### config.mk
export PLATFORM = sky130hd
export DESIGN_NAME = riscv_mainfsm_flat
export DESIGN_NICKNAME = d
export VERILOG_FILES = /design/src/rtl/riscv_ctrl_pkg.sv /design/src/rtl/riscv_mainfsm_if.sv /design/src/rtl/riscv_mainfsm_outdec.sv /design/src/rtl/riscv_mainfsm.sv /design/src/flat_wrapper.sv
export SDC_FILE = /design/constraint.sdc
export NUM_CORES = 1
export LEC_CHECK = 0
export ABC_AREA = 1
export CORE_MARGIN = 4
export CORE_UTILIZATION = 40
export CTS_CLUSTER_SIZE = 8
export DETAILED_ROUTE_END_ITERATION = 10
export GPL_TIMING_DRIVEN = 0
export PLACE_DENSITY_LB_ADDON = 0.15
export SLEW_MARGIN = 20
export SYNTH_ARGS = -nofsm -noshare
export SYNTH_HDL_FRONTEND = slang
export SYNTH_HIERARCHICAL = 1
export SYNTH_SLANG_ARGS = --single-unit
export TNS_END_PERCENT = 100
### constraint.sdc
create_clock -name clk -period 1.9 [get_ports clk]
set_clock_uncertainty 0.1 [all_clocks]
set_input_delay 0.57 -clock clk [delete_from_list [all_inputs] [get_ports clk]]
set_output_delay 0.57 -clock clk [all_outputs]
set_load 0.1 [all_outputs]
### src/rtl/riscv_ctrl_pkg.sv
`default_nettype none
// ============================================================================
// Module   : riscv_ctrl_pkg
// Purpose  : Shared controller definitions: opcodes, ALUOp codes, main FSM
//            state encoding and the control-word struct.
// Revision : 1.0  initial release
// ============================================================================
package riscv_ctrl_pkg;

  localparam int OP_W = 7;

  localparam logic [OP_W-1:0] OP_LW  = 7'b0000011;
  localparam logic [OP_W-1:0] OP_SW  = 7'b0100011;
  localparam logic [OP_W-1:0] OP_R   = 7'b0110011;
  localparam logic [OP_W-1:0] OP_I   = 7'b0010011;
  localparam logic [OP_W-1:0] OP_JAL = 7'b1101111;
  localparam logic [OP_W-1:0] OP_BEQ = 7'b1100011;

  localparam logic [1:0] ALUOP_ADD   = 2'b00;
  localparam logic [1:0] ALUOP_SUB   = 2'b01;
  localparam logic [1:0] ALUOP_FUNCT = 2'b10;

  typedef enum logic [3:0] {
    S_FETCH    = 4'd0,
    S_DECODE   = 4'd1,
    S_MEMADR   = 4'd2,
    S_MEMREAD  = 4'd3,
    S_MEMWB    = 4'd4,
    S_MEMWRITE = 4'd5,
    S_EXECUTER = 4'd6,
    S_EXECUTEI = 4'd7,
    S_ALUWB    = 4'd8,
    S_JAL      = 4'd9,
    S_BEQ      = 4'd10,
    S_TRAP     = 4'd11
  } mainfsm_state_t;

  typedef struct packed {
    logic [1:0] alu_op;
    logic [1:0] alu_src_a;
    logic [1:0] alu_src_b;
    logic [1:0] result_src;
    logic       adr_src;
    logic       ir_write;
    logic       pc_update;
    logic       reg_write;
    logic       mem_write;
    logic       branch;
  } ctrl_t;

endpackage
`default_nettype wire

### src/rtl/riscv_mainfsm_if.sv
`default_nettype none
// ============================================================================
// Module   : riscv_mainfsm_if
// Purpose  : Opcode in / control lines out between main FSM and datapath.
//            Carries 'illegal' when RISCV_MAINFSM_ILLEGAL_TRAP_EN is defined.
// Revision : 1.0  initial release
// ============================================================================
interface riscv_mainfsm_if;
  import riscv_ctrl_pkg::*;

  logic [OP_W-1:0] op;
  logic [1:0]      ALUOp;
  logic [1:0]      ALUSrcA;
  logic [1:0]      ALUSrcB;
  logic [1:0]      ResultSrc;
  logic            AdrSrc;
  logic            IRWrite;
  logic            PCUpdate;
  logic            RegWrite;
  logic            MemWrite;
  logic            Branch;
`ifdef RISCV_MAINFSM_ILLEGAL_TRAP_EN
  logic            illegal;
`endif

  modport master (
    input  op,
    output ALUOp, ALUSrcA, ALUSrcB, ResultSrc, AdrSrc,
    output IRWrite, PCUpdate, RegWrite, MemWrite, Branch
`ifdef RISCV_MAINFSM_ILLEGAL_TRAP_EN
    , output illegal
`endif
  );

  modport slave (
    output op,
    input  ALUOp, ALUSrcA, ALUSrcB, ResultSrc, AdrSrc,
    input  IRWrite, PCUpdate, RegWrite, MemWrite, Branch
`ifdef RISCV_MAINFSM_ILLEGAL_TRAP_EN
    , input illegal
`endif
  );

endinterface
`default_nettype wire

### src/rtl/riscv_mainfsm_outdec.sv
`default_nettype none
// ============================================================================
// Module   : riscv_mainfsm_outdec
// Purpose  : Combinational state -> control-word decoder for the main FSM.
// Revision : 1.0  initial release
// ============================================================================
module riscv_mainfsm_outdec
  import riscv_ctrl_pkg::*;
(
  input  mainfsm_state_t i_state,
  output ctrl_t          o_ctrl
);

  // TRAP and unused encodings fall through to the all-zero word.
  always_comb begin
    o_ctrl = '0;
    case (i_state)
      S_FETCH: begin
        o_ctrl.ir_write   = 1'b1;
        o_ctrl.pc_update  = 1'b1;
        o_ctrl.alu_src_b  = 2'b10;
        o_ctrl.result_src = 2'b10;
      end
      S_DECODE: begin
        o_ctrl.alu_src_a = 2'b01;
        o_ctrl.alu_src_b = 2'b01;
      end
      S_MEMADR: begin
        o_ctrl.alu_src_a = 2'b10;
        o_ctrl.alu_src_b = 2'b01;
      end
      S_MEMREAD: o_ctrl.adr_src = 1'b1;
      S_MEMWB: begin
        o_ctrl.result_src = 2'b01;
        o_ctrl.reg_write  = 1'b1;
      end
      S_MEMWRITE: begin
        o_ctrl.adr_src   = 1'b1;
        o_ctrl.mem_write = 1'b1;
      end
      S_EXECUTER: begin
        o_ctrl.alu_src_a = 2'b10;
        o_ctrl.alu_op    = ALUOP_FUNCT;
      end
      S_EXECUTEI: begin
        o_ctrl.alu_src_a = 2'b10;
        o_ctrl.alu_src_b = 2'b01;
        o_ctrl.alu_op    = ALUOP_FUNCT;
      end
      S_ALUWB: o_ctrl.reg_write = 1'b1;
      S_JAL: begin
        o_ctrl.alu_src_a = 2'b01;
        o_ctrl.alu_src_b = 2'b10;
        o_ctrl.pc_update = 1'b1;
      end
      S_BEQ: begin
        o_ctrl.alu_src_a = 2'b10;
        o_ctrl.alu_op    = ALUOP_SUB;
        o_ctrl.branch    = 1'b1;
      end
      default: o_ctrl.alu_op = ALUOP_ADD;
    endcase
  end

endmodule
`default_nettype wire

### src/rtl/riscv_mainfsm.sv
`default_nettype none
// ============================================================================
// Module   : riscv_mainfsm
// Purpose  : Moore main controller for the multicycle RISC-V datapath.
//            RISCV_MAINFSM_ILLEGAL_TRAP_EN adds a sticky TRAP state + 'illegal'.
// Revision : 1.0  initial release
// ============================================================================
module riscv_mainfsm
  import riscv_ctrl_pkg::*;
(
  input  wire               clk,
  input  wire               reset,
  riscv_mainfsm_if.master   bus
);

  mainfsm_state_t r_state;
  mainfsm_state_t w_next;
  ctrl_t          w_ctrl;
  logic           w_we_ok;

  always_ff @(posedge clk) begin
    if (reset) r_state <= S_FETCH;
    else       r_state <= w_next;
  end

  always_comb begin
    w_next = S_FETCH;
    case (r_state)
      S_FETCH: w_next = S_DECODE;
      S_DECODE: begin
        case (bus.op)
          OP_LW, OP_SW: w_next = S_MEMADR;
          OP_R:         w_next = S_EXECUTER;
          OP_I:         w_next = S_EXECUTEI;
          OP_JAL:       w_next = S_JAL;
          OP_BEQ:       w_next = S_BEQ;
`ifdef RISCV_MAINFSM_ILLEGAL_TRAP_EN
          default:      w_next = S_TRAP;
`else
          default:      w_next = S_FETCH;
`endif
        endcase
      end
      // Anything other than sw goes to MEMREAD, matching the lw path.
      S_MEMADR:   w_next = (bus.op == OP_SW) ? S_MEMWRITE : S_MEMREAD;
      S_MEMREAD:  w_next = S_MEMWB;
      S_MEMWB:    w_next = S_FETCH;
      S_MEMWRITE: w_next = S_FETCH;
      S_EXECUTER, S_EXECUTEI, S_JAL: w_next = S_ALUWB;
      S_ALUWB:    w_next = S_FETCH;
      S_BEQ:      w_next = S_FETCH;
`ifdef RISCV_MAINFSM_ILLEGAL_TRAP_EN
      S_TRAP:     w_next = S_TRAP;
`endif
      default:    w_next = S_FETCH;
    endcase
  end

  riscv_mainfsm_outdec u_outdec (
    .i_state (r_state),
    .o_ctrl  (w_ctrl)
  );

  // Write enables are suppressed while reset is high so an aborted
  // instruction never commits anything in the reset cycle.
  assign w_we_ok = ~reset;

  assign bus.ALUOp     = w_ctrl.alu_op;
  assign bus.ALUSrcA   = w_ctrl.alu_src_a;
  assign bus.ALUSrcB   = w_ctrl.alu_src_b;
  assign bus.ResultSrc = w_ctrl.result_src;
  assign bus.AdrSrc    = w_ctrl.adr_src;
  assign bus.IRWrite   = w_ctrl.ir_write  & w_we_ok;
  assign bus.PCUpdate  = w_ctrl.pc_update & w_we_ok;
  assign bus.RegWrite  = w_ctrl.reg_write & w_we_ok;
  assign bus.MemWrite  = w_ctrl.mem_write & w_we_ok;
  assign bus.Branch    = w_ctrl.branch    & w_we_ok;
`ifdef RISCV_MAINFSM_ILLEGAL_TRAP_EN
  assign bus.illegal   = (r_state == S_TRAP) & w_we_ok;
`endif

endmodule
`default_nettype wire
### src/flat_wrapper.sv
// flat-port wrapper written by rule: the top's interface ports become plain ports
module riscv_mainfsm_flat import riscv_ctrl_pkg::*;
  (clk, reset, bus_op, bus_ALUOp, bus_ALUSrcA, bus_ALUSrcB, bus_ResultSrc, bus_AdrSrc, bus_IRWrite, bus_PCUpdate, bus_RegWrite, bus_MemWrite, bus_Branch);
  riscv_mainfsm_if bus_i ();
  input  wire clk;
  input  wire reset;
  input wire logic [$bits(bus_i.op)-1:0] bus_op;
  output wire logic [$bits(bus_i.ALUOp)-1:0] bus_ALUOp;
  output wire logic [$bits(bus_i.ALUSrcA)-1:0] bus_ALUSrcA;
  output wire logic [$bits(bus_i.ALUSrcB)-1:0] bus_ALUSrcB;
  output wire logic [$bits(bus_i.ResultSrc)-1:0] bus_ResultSrc;
  output wire logic [$bits(bus_i.AdrSrc)-1:0] bus_AdrSrc;
  output wire logic [$bits(bus_i.IRWrite)-1:0] bus_IRWrite;
  output wire logic [$bits(bus_i.PCUpdate)-1:0] bus_PCUpdate;
  output wire logic [$bits(bus_i.RegWrite)-1:0] bus_RegWrite;
  output wire logic [$bits(bus_i.MemWrite)-1:0] bus_MemWrite;
  output wire logic [$bits(bus_i.Branch)-1:0] bus_Branch;
  assign bus_i.op = bus_op;
  assign bus_ALUOp = bus_i.ALUOp;
  assign bus_ALUSrcA = bus_i.ALUSrcA;
  assign bus_ALUSrcB = bus_i.ALUSrcB;
  assign bus_ResultSrc = bus_i.ResultSrc;
  assign bus_AdrSrc = bus_i.AdrSrc;
  assign bus_IRWrite = bus_i.IRWrite;
  assign bus_PCUpdate = bus_i.PCUpdate;
  assign bus_RegWrite = bus_i.RegWrite;
  assign bus_MemWrite = bus_i.MemWrite;
  assign bus_Branch = bus_i.Branch;
  riscv_mainfsm u_core (.clk(clk), .reset(reset), .bus(bus_i));
endmodule
==> metrics.md, run 1 <==
| Metric | Value |
|---|---|
| Post-synth EDFFs | `0` |
| Unique masters post-synth | `18` |
| Setup TNS | `-0.733 ns` |
| Core area | `1170 sq um` |
| ANT nets after route | `0` |
| Largest registers | `u_core/r_state: 4 flops` |
| Main synth FF type | `dfxtp_1` |
| Synth Register Bits | `4` |
| Initial antenna violation count | `0` |
| Layout area overhead | `111%` |
| Die area | `1960 sq um` |
| Fmax | `492 MHz` |
| Total congestion overflow | `0` |
| Unrepaired setup endpoints after global routing | `true` |
| Fin crit share | `107%` |
| CTS tree | `yes` |
| Initial DRT Pass Iterations | `4` |
| Sink Count | `4` |
| Static leakage | `0.000482 uW` |
| Simple-gate area share of the yosys netlist | `51.3%` |
| R2R depth | `8` |
| Seq/Total Area, Yosys | `15.2%` |
| Clock network fraction of design power | `25.3%` |
| Row count | `12` |
| Die Width | `44.3 um` |
| Final Hold Viols | `0` |
| Chip Height | `44.3 um` |
| Area contributors post-synth | `dfxtp_1 15%, nand2_1 14%, nor2_1 12%` |
| CP Class | `reg -> out` |
| Slew margin rel. | `78.1%` |
| Failing checks | `setup timing` |
| Diodes inserted | `0` |
| Worst endpoint required time | `1.23 ns` |
| CTS max path bufs | `2` |
| Layout cells sized above 1 | `62.4%` |
| Final setup fails | `9` |
| Hold path cells | `2` |
| Status | `complete, but fails checks` |
| Fillers | `35` |
| Mapped Area | `527 sq um` |
| Area share of xor/xnor cells in the synthesized design | `0%` |
| Inst Count DP | `130` |
| Routed len/inst | `21.1 um` |
| Synth warn | `6` |
| Cell Pwr Density | `424 nW/um^2` |
| Largest net degree at the start of global routing | `10` |
| Skew-Pair Late Insertion Delay | `0.25 ns` |
| Number of global-route vias before repair | `686` |
| P_int | `243 uW` |
| DR iter-0 viols | `42` |
| Root Buffer | `clkbuf_4` |
| Max-slew violation count | `0` |
| P_sw | `228 uW` |
| DRC | `0` |
| Top cell type by total area after synthesis | `dfxtp_1` |
| First-pass GRT wire length | `3110 um` |
| Minimum clock period | `2.03 ns` |
| Post-DP HPWL | `1140 um` |
| Post-CTS Hold Fix Bufs | `0` |
| Mean Syn Cell Area | `5.54 sq um` |
| Final net count | `136` |
| Top-count cell post-synth | `nand2_1` |
| Cells after synthesis | `95` |
| Largest Register | `u_core/r_state` |
| Syn Nets | `104` |
| Vias per std cell | `6.07` |
| Synth Area in Compound Gates | `12.1%` |
| Largest register FFs | `4` |
| Adder-Cell Fraction of Synth Area | `0%` |
| Critical Path AT | `1.36 ns` |
| CP Capture Type | `output pin` |
| RD Place Congestion | `0.731` |
| Buffers on Ports | `21` |
| Post-synthesis mux area share | `0%` |
| CP startpoint kind | `flop` |
| Worst Hold Class | `in -> reg` |
| CTS Buf Count | `3` |
| Switching share of total power | `48.4%` |
| Crit path max fanout | `4` |
| Final Total Pwr | `471 uW` |
| Largest family of logic cells by synthesized area | `simple AND/OR/NAND/NOR gates` |
| Post-synth top area share | `15.2%` |
| DRT Wirelength | `2930 um` |
| Initial core utilization | `45.0%` |
| H-tree lvl count | `1` |
| GRT Total Usage | `22.3%` |
| Final core occ | `94.8%` |
| Clock transition at the registers of the reported paths | `0.05 ns` |
| Async SR Flop Fraction | `0%` |
| Flop pwr share | `19.1%` |
| Synth top cells by count | `19 x nand2_1, 17 x nor2_1, 16 x inv_1` |
| IO Pins | `23` |
| Final worst slack | `-0.133 ns` |
| Logic pwr share | `55.6%` |
| Cell Count, Final, Fillers Out | `139` |
| Worst-Margin Slew | `0.327 ns` |
| # Max-Cap Violations | `0` |
| Total number of vias | `844` |
| Worst VDD drop | `0.000355 V` |
==> cell usage in the layout, fill, tap and decap left out <==
master / netlist / routed
inv_2: 7 / 11
nor3_4: 0 / 1
nand3_1: 8 / 7
nand2_8: 0 / 1
nor2_4: 3 / 10
o211ai_1: 1 / 1
nand4_1: 1 / 1
clkbuf_4: 0 / 3
a21oi_4: 0 / 1
nand2_1: 19 / 14
nand3_4: 0 / 1
nor2_1: 17 / 7
buf_4: 2 / 9
nand2_4: 0 / 3
buf_6: 1 / 3
dfxtp_4: 0 / 4
nor2_2: 1 / 4
buf_12: 0 / 11
o21ai_4: 0 / 2
a21oi_2: 3 / 2
clkdlybuf4s50_1: 0 / 7
inv_4: 0 / 3
inv_8: 0 / 1
inv_1: 16 / 8
a211oi_1: 1 / 1
nand2_2: 7 / 8
a21oi_1: 1 / 1
==> per-stage QoR <==
stage	hold WS, ns	setup slack, ns	cell area, sq um
final	0.459	-0.133	1110
after global placement	0.536	-0.893	815
after floorplan	0.489	-0.162	587
after global routing	0.463	-0.169	1110
after detailed placement	0.538	-0.914	815
after CTS	0.466	-0.0507	977
==> critical path: stages, from the launching register on <==
cell	delay [ns]
dfxtp_4	0.38
nor2_4	0.18
nand3_4	0.12
inv_2	0.10
inv_2	0.05
nor2_4	0.09
buf_12	0.18
==> per-layer routing <==
layer	global-route usage, %	vias to the layer above	wire (um)	share of wire (%)
met4	9.04	0	231	7.9
li1	-	349	-	-
met5	0	-	0	0
met1	21.9	390	945	32
met2	43.0	77	1520	52
met3	6.10	28	233	7.9
==> path summary, 6_finish.rpt <==
path	start	slack (ns)	end
worst max-delay path	u_core/r_state[2]$_SDFF_PP0_	-0.13	bus_IRWrite
worst min-delay path	reset	0.46	u_core/r_state[0]$_SDFF_PP0_
worst max register to register	u_core/r_state[3]$_SDFF_PP0_	0.34	u_core/r_state[3]$_SDFF_PP0_
worst min register to register	u_core/r_state[3]$_SDFF_PP0_	0.72	u_core/r_state[3]$_SDFF_PP0_
==> cell families after synthesis <==
kind of cell	after synthesis
DFF	4
buffers and inverters	26
AOI/OAI and AO/OA	8
and+or+nand+nor	57
==> power by group through the flow <==
stage          clock network, uW  registers (uW)  logic, uW
2_1_floorplan                  0            91.9        153
4_1_cts                      114            89.3        228
5_1_grt                      128            90.3        269
6_report                     119            90.0        262
3_5_place_dp                   0            92.9        201
3_3_place_gp                   0            93.0        197
==> timing repair <==
action,4_1_cts,5_1_grt
buffers inserted,3,3
endpoints found under the setup margin,14,13
gates resized for setup,128,29
pin swaps,5,5
==> layout make-up <==
type                    count  area [sq um]  area share (%)
plain buffers               3          30.0            2.71
inverters                  23           101            9.13
well taps                  14          17.5            1.58
multi-input cells          65           482            43.4
clock buffers               3          22.5            2.03
flip-flops and latches      4          95.1            8.57
repair buffers             27           362            32.6
Power figures use the tool's default switching activity.
==> run 2: changes to the inputs <==
Settings changed: MAX_ROUTING_LAYER set to met4.
==> run 2 against run 1 <==
The flow still finishes with violations (setup timing); worst hold slack barely moved; via count fell by 0.59%; register-to-register slack about the same; critical endpoint unchanged; largest power group unchanged.
==> metrics.md, run 2 (synthesis results as in run 1) <==
| Metric | Value |
|---|---|
| Status | `complete, but fails checks` |
| Failing checks | `setup timing` |
| Max-slew violation count | `0 (unchanged)` |
| Area occupied by registers | `95.1 sq um (unchanged)` |
| Core area | `1170 sq um (unchanged)` |
| Worst Hold Class | `in -> reg` |
| Sink Count | `4 (unchanged)` |
| Static leakage | `0.000482 uW (unchanged)` |
| Final setup fails | `9 (unchanged)` |
| GRT Total Usage | `23.0% (+0.67 points)` |
| Root Buffer | `clkbuf_4` |
| Largest register FFs | `4 (unchanged)` |
| Vias per std cell | `6.04 (-0.59%)` |
| Setup TNS | `-0.694 ns (+0.0393 ns)` |
| Final net count | `136 (unchanged)` |
| RR Endpoint | `u_core/r_state[3]$_SDFF_PP0_` |
| Fillers | `35 (unchanged)` |
| Worst VDD drop | `0.000354 V (-0.38%)` |
| Multi-input gate area | `482 sq um (unchanged)` |
| Initial core utilization | `45.0% (unchanged)` |
| DRT Wirelength | `2960 um (+0.75%)` |
| Worst Path Buf+Inv | `3 (unchanged)` |
| CTS tree | `yes` |
| Unrepaired setup endpoints after global routing | `true` |
| Commonest non-fill, non-tap cell in the layout | `nand2_1` |
| H-tree lvl count | `1 (unchanged)` |
| Setup WS pre-CTS | `-0.914 ns (unchanged)` |
| RD Place Congestion | `0.740 (+1.2%)` |
| R2R depth | `8 (unchanged)` |
| Largest registers | `u_core/r_state: 4 flops` |
| Initial antenna violation count | `0 (unchanged)` |
| DR iter-0 viols | `33 (-21%)` |
| Total congestion overflow | `0 (unchanged)` |
| Routed len/inst | `21.3 um (+0.75%)` |
| Cell Pwr Density | `423 nW/um^2 (-0.30%)` |
| CP max stage cell | `dfxtp_4` |
| Final Hold Viols | `0 (unchanged)` |
| Largest net degree at the start of global routing | `10 (unchanged)` |
| ANT nets after route | `0 (unchanged)` |
| CP Class | `reg -> out` |
| CP Capture Type | `output pin` |
| CTS max path bufs | `2 (unchanged)` |
| CP top delay family | `simple AND/OR/NAND/NOR gates` |
| IO Pins | `23 (unchanged)` |
| Initial DRT Pass Iterations | `4 (unchanged)` |
| Layout cells sized above 1 | `62.4% (unchanged)` |
| Slew margin rel. | `78.3% (+0.24 points)` |
| CTS Buf Count | `3 (unchanged)` |
| Number of global-route vias before repair | `686 (unchanged)` |
| Hold path cells | `2 (unchanged)` |
| Chip Height | `44.3 um (unchanged)` |
| Largest Register | `u_core/r_state` |
| Hold path endpoint | `u_core/r_state[0]$_SDFF_PP0_` |
| Total number of vias | `839 (-0.59%)` |
| Worst r2r src | `u_core/r_state[2]$_SDFF_PP0_` |
| DRC | `0 (unchanged)` |
| Final worst slack | `-0.120 ns (+0.0137 ns)` |
| Worst reg2reg setup slack | `0.35 ns (about the same)` |
| First-pass GRT wire length | `3110 um (unchanged)` |
| Critical Path AT | `1.35 ns (about the same)` |
| Fmax | `495 MHz (+0.68%)` |
| Minimum clock period | `2.02 ns (-0.0137 ns)` |
| Commonest non-fill, non-tap cells in the layout | `14 x nand2_1, 11 x buf_12, 11 x inv_2, 10 x nor2_4, 9 x buf_4` |
| Skew-Pair Late Insertion Delay | `0.25 ns (about the same)` |
| Die Width | `44.3 um (unchanged)` |
| Diodes inserted | `0 (unchanged)` |
| CP Cell Sequence | `nor2_4, nand3_4, inv_2, inv_2, nor2_4, buf_12` |
| Clock transition at the registers of the reported paths | `0.05 ns (about the same)` |
| Worst endpoint required time | `1.23 ns (about the same)` |
| Buffers on Ports | `21 (unchanged)` |
| # Max-Cap Violations | `0 (unchanged)` |
| Die area | `1960 sq um (unchanged)` |
| CP startpoint kind | `flop` |
| Post-DP HPWL | `1140 um (unchanged)` |
| CP peak stage delay | `0.38 ns (about the same)` |
| Row count | `12 (unchanged)` |
| Layout area overhead | `111% (unchanged)` |
| Fin crit share | `106% (-0.72 points)` |
| Final core occ | `94.8% (unchanged)` |
| Crit path max fanout | `4 (unchanged)` |
| Worst-Margin Slew | `0.323 ns (-0.00358 ns)` |
| Min-delay src | `reset` |
[run 2: cell counts in the layout (fill, tap and decap cells not counted)]
No cell type changed its count.
[run 2: worst max-delay path by stage]
stage,start,endpoint,depth (start not counted),slack [ns]
global route,u_core/r_state[2]$_SDFF_PP0_,bus_IRWrite,6,-0.17
global placement,u_core/r_state[1]$_SDFF_PP0_,bus_Branch,5,-0.89
CTS,u_core/r_state[3]$_SDFF_PP0_,bus_IRWrite,6,-0.05
finish,u_core/r_state[2]$_SDFF_PP0_,bus_IRWrite,6,-0.12
floorplan,u_core/r_state[1]$_SDFF_PP0_,bus_ALUSrcA[0],3,-0.16
detailed placement,u_core/r_state[1]$_SDFF_PP0_,bus_Branch,5,-0.91
[run 2: layout make-up]
type,instances,area share (%)
Tap cell,14,1.58
Multi-Input combinational cell,65,43.4
Clock buffer,3,2.03
Inverter,23,9.13
Timing Repair Buffer,27,32.6
Sequential cell,4,8.57
Buffer,3,2.71
[run 2: worst reg2reg max path, stage by stage (launching register included)]
cell,delay [ns]
dfxtp_4,0.38
buf_4,0.16
inv_2,0.07
nand2_1,0.15
nor2_4,0.19
nand3_1,0.12
nand3_1,0.15
nand2_1,0.08
inv_1,0.10
[run 2: stage by stage]
stage | total power (uW) | std cells | hold WS (ns) | area (sq um)
3_5_place_dp | 294 | 130 | 0.538 | 815
2_1_floorplan | 245 | 95 | 0.489 | 587
6_report | 470 | 139 | 0.460 | 1110
5_1_grt | 487 | 139 | 0.463 | 1110
4_1_cts | 431 | 136 | 0.466 | 977
3_3_place_gp | 290 | 130 | 0.536 | 815
[run 2: metal layers]
layer	global-route usage, %	vias to the layer above	wire [um]
met3	6.10	29	239
li1	-	351	-
met4	9.04	0	255
met1	21.9	385	954
met2	43.0	74	1510
met5	-	-	0
[run 2: what timing repair did]
item	CTS	global route
gates resized for setup	128	29
setup endpoints to repair	14	13
hold buffers	0	0
pin swaps	5	5
buffers inserted	3	3
[run 2: power by group]
| part | internal, uW | switching (uW) | leakage (uW) |
|---|---|---|---|
| Sequential | 82.8 | 7.33 | 0.0000355 |
| Combinational | 88.7 | 173 | 0.000433 |
| Clock | 71.4 | 46.1 | 0.0000138 |
| Total | 243 | 227 | 0.000482 |
==> run 3: changes to the inputs <==
Settings changed: PLACE_DENSITY set to 0.77, PLACE_DENSITY_LB_ADDON 0.15 to not set.
==> run 3 against run 2 <==
The flow still finishes with violations (setup timing); largest power group unchanged; sequential cell count unchanged; final cell count increased by 1.4%; first-iteration DRC count down 48%; maximum frequency is 0.45% higher; sequential power decreased by 0.8%; worst hold slack better by 0.0035 ns; critical endpoint is now bus_RegWrite; utilization shrank 2.5 points; count of clock-buffer cells in the layout unchanged; critical path depth stayed put.
==> metrics.md, run 3 (synthesis results as in run 1) <==
| Metric | Value |
|---|---|
| Final Total Pwr | `469 uW (-0.10%)` |
| Final net count | `138 (+1.5%)` |
| Worst endpoint required time | `1.23 ns (about the same)` |
| Buffers on Ports | `21 (unchanged)` |
| DRC | `0 (unchanged)` |
| Commonest non-fill, non-tap cells in the layout | `14 x nand2_1, 10 x buf_12, 10 x buf_4, 10 x inv_1, 10 x nand2_2` |
| Worst r2r src | `u_core/r_state[1]$_SDFF_PP0_` |
| Cell Count, Final, Fillers Out | `141 (+1.4%)` |
| Sink Count | `4 (unchanged)` |
| Row count | `12 (unchanged)` |
| Largest net degree at the start of global routing | `10 (unchanged)` |
| Layout area overhead | `105%` |
| Failing checks | `setup timing` |
| Status | `complete, but fails checks` |
| Die Width | `44.3 um (unchanged)` |
| CTS tree | `yes` |
| DR iter-0 viols | `17 (-48%)` |
| Total number of vias | `759 (-9.5%)` |
| CP startpoint kind | `flop` |
| Worst VDD drop | `0.000513 V (+45%)` |
| Setup WS pre-CTS | `-0.880 ns (+0.0342 ns)` |
| CTS Buf Count | `3 (unchanged)` |
| Chip Height | `44.3 um (unchanged)` |
| IO Pins | `23 (unchanged)` |
| Unrepaired setup endpoints after global routing | `true` |
| Cell Pwr Density | `434 nW/um^2 (+2.6%)` |
| CTS max path bufs | `2 (unchanged)` |
| Worst Hold Class | `in -> reg` |
| Routed len/inst | `16.9 um (-21%)` |
| DRT Wirelength | `2380 um (-19%)` |
| Post-CTS Hold Fix Bufs | `0 (unchanged)` |
| Commonest non-fill, non-tap cell in the layout | `nand2_1` |
| Die area | `1960 sq um (unchanged)` |
| Fillers | `41 (+17%)` |
| Initial antenna violation count | `0 (unchanged)` |
| CP Launch Point | `u_core/r_state[3]$_SDFF_PP0_` |
| Final worst slack | `-0.110 ns (+0.00912 ns)` |
| Largest registers | `u_core/r_state: 4 flops` |
| Final setup fails | `8 (-1)` |
| Static leakage | `0.000485 uW (+0.67%)` |
| Final Hold Viols | `0 (unchanged)` |
| Min-delay src | `reset` |
| Minimum clock period | `2.01 ns (-0.00912 ns)` |
| GRT Total Usage | `20.4% (-2.6 points)` |
| Core area | `1170 sq um (unchanged)` |
| Total congestion overflow | `0 (unchanged)` |
| Critical Path AT | `1.34 ns (about the same)` |
| Slew margin rel. | `81.6% (+3.3 points)` |
| RD Place Congestion | `0.779 (+5.3%)` |
| Initial core utilization | `45.0% (unchanged)` |
| Worst-Margin Slew | `0.278 ns (-0.0448 ns)` |
| H-tree lvl count | `1 (unchanged)` |
| Root Buffer | `clkbuf_4` |
| First-pass GRT wire length | `2720 um (-12%)` |
| Post-DP HPWL | `1040 um (-8.7%)` |
| Number of global-route vias before repair | `632 (-7.9%)` |
| Diodes inserted | `0 (unchanged)` |
| ANT nets after route | `0 (unchanged)` |
| Crit path max fanout | `6 (+2)` |
| CP Class | `reg -> out` |
| Fmax | `497 MHz (+0.45%)` |
| Largest Register | `u_core/r_state` |
| Clock transition at the registers of the reported paths | `0.04 ns (about the same)` |
| CP Capture Type | `output pin` |
| Layout cells sized above 1 | `60.6% (-1.8 points)` |
| Largest register FFs | `4 (unchanged)` |
| Vias per std cell | `5.38 (-11%)` |
| Initial DRT Pass Iterations | `4 (unchanged)` |
| Inst Count DP | `130 (unchanged)` |
| Max-slew violation count | `0 (unchanged)` |
| Fin crit share | `106% (-0.48 points)` |
| Skew-Pair Late Insertion Delay | `0.26 ns (about the same)` |
| # Max-Cap Violations | `0 (unchanged)` |
## run 3: cell count changes in the layout (fill, tap and decap cells not counted), sizes merged
cell  before  now
buf       23   25
## run 3: repair_timing
action	CTS	global route
setup endpoints to repair	14	14
gates resized for setup	127	21
pin swaps	6	6
endpoints found under the hold margin	0	0
setup buffers	3	5
## run 3: routing by layer
layer  track usage [%]  up-vias  share of wire (%)
li1                  -      347                  -
met1              20.9      352                 34
met2              33.7       46                 54
met3              7.32       14                6.6
met4              10.8        0                5.3
met5                 -        -                  0
## run 3: area by class of cell
class,count,area [sq um],area share [%]
sequential,4,95.1,8.80
multi-input combinational,65,440,40.7
timing repair buffer,29,372,34.4
inverter,23,104,9.61
buffer,3,30.0,2.78
tap,14,17.5,1.62
clock buffer,3,22.5,2.08
## run 3: final timing paths
path | endpoint | slack (ns) | cells after the start
max reg2reg | u_core/r_state[3]$_SDFF_PP0_ | 0.52 | 8
min reg2reg | u_core/r_state[3]$_SDFF_PP0_ | 0.52 | 3
min | u_core/r_state[2]$_SDFF_PP0_ | 0.46 | 2
max | bus_RegWrite | -0.11 | 6
## run 3: power by group
| group | switching, uW | internal, uW |
|---|---|---|
| logic | 166 | 93.2 |
| clock network | 49.3 | 71.6 |
| registers | 6.54 | 82.8 |
## run 3: worst max-delay path, cell delays in order, from the launching register on
cell     delay [ns]
dfxtp_4        0.37
inv_4          0.07
nand2_4        0.08
a21oi_2        0.15
inv_1          0.09
nor2_4         0.12
buf_12         0.18
## run 3: stage by stage
step | cell area [sq um] | setup TNS [ns] | hold WS (ns) | utilization, %
after global placement | 815 | -10.10 | 0.533 | 69.6
final | 1080 | -0.508 | 0.463 | 92.3
after global routing | 1080 | -1.12 | 0.444 | 92.3
after detailed placement | 815 | -10.16 | 0.547 | 69.6
after floorplan | 587 | -0.628 | 0.489 | -
after CTS | 966 | -0.167 | 0.457 | 82.5
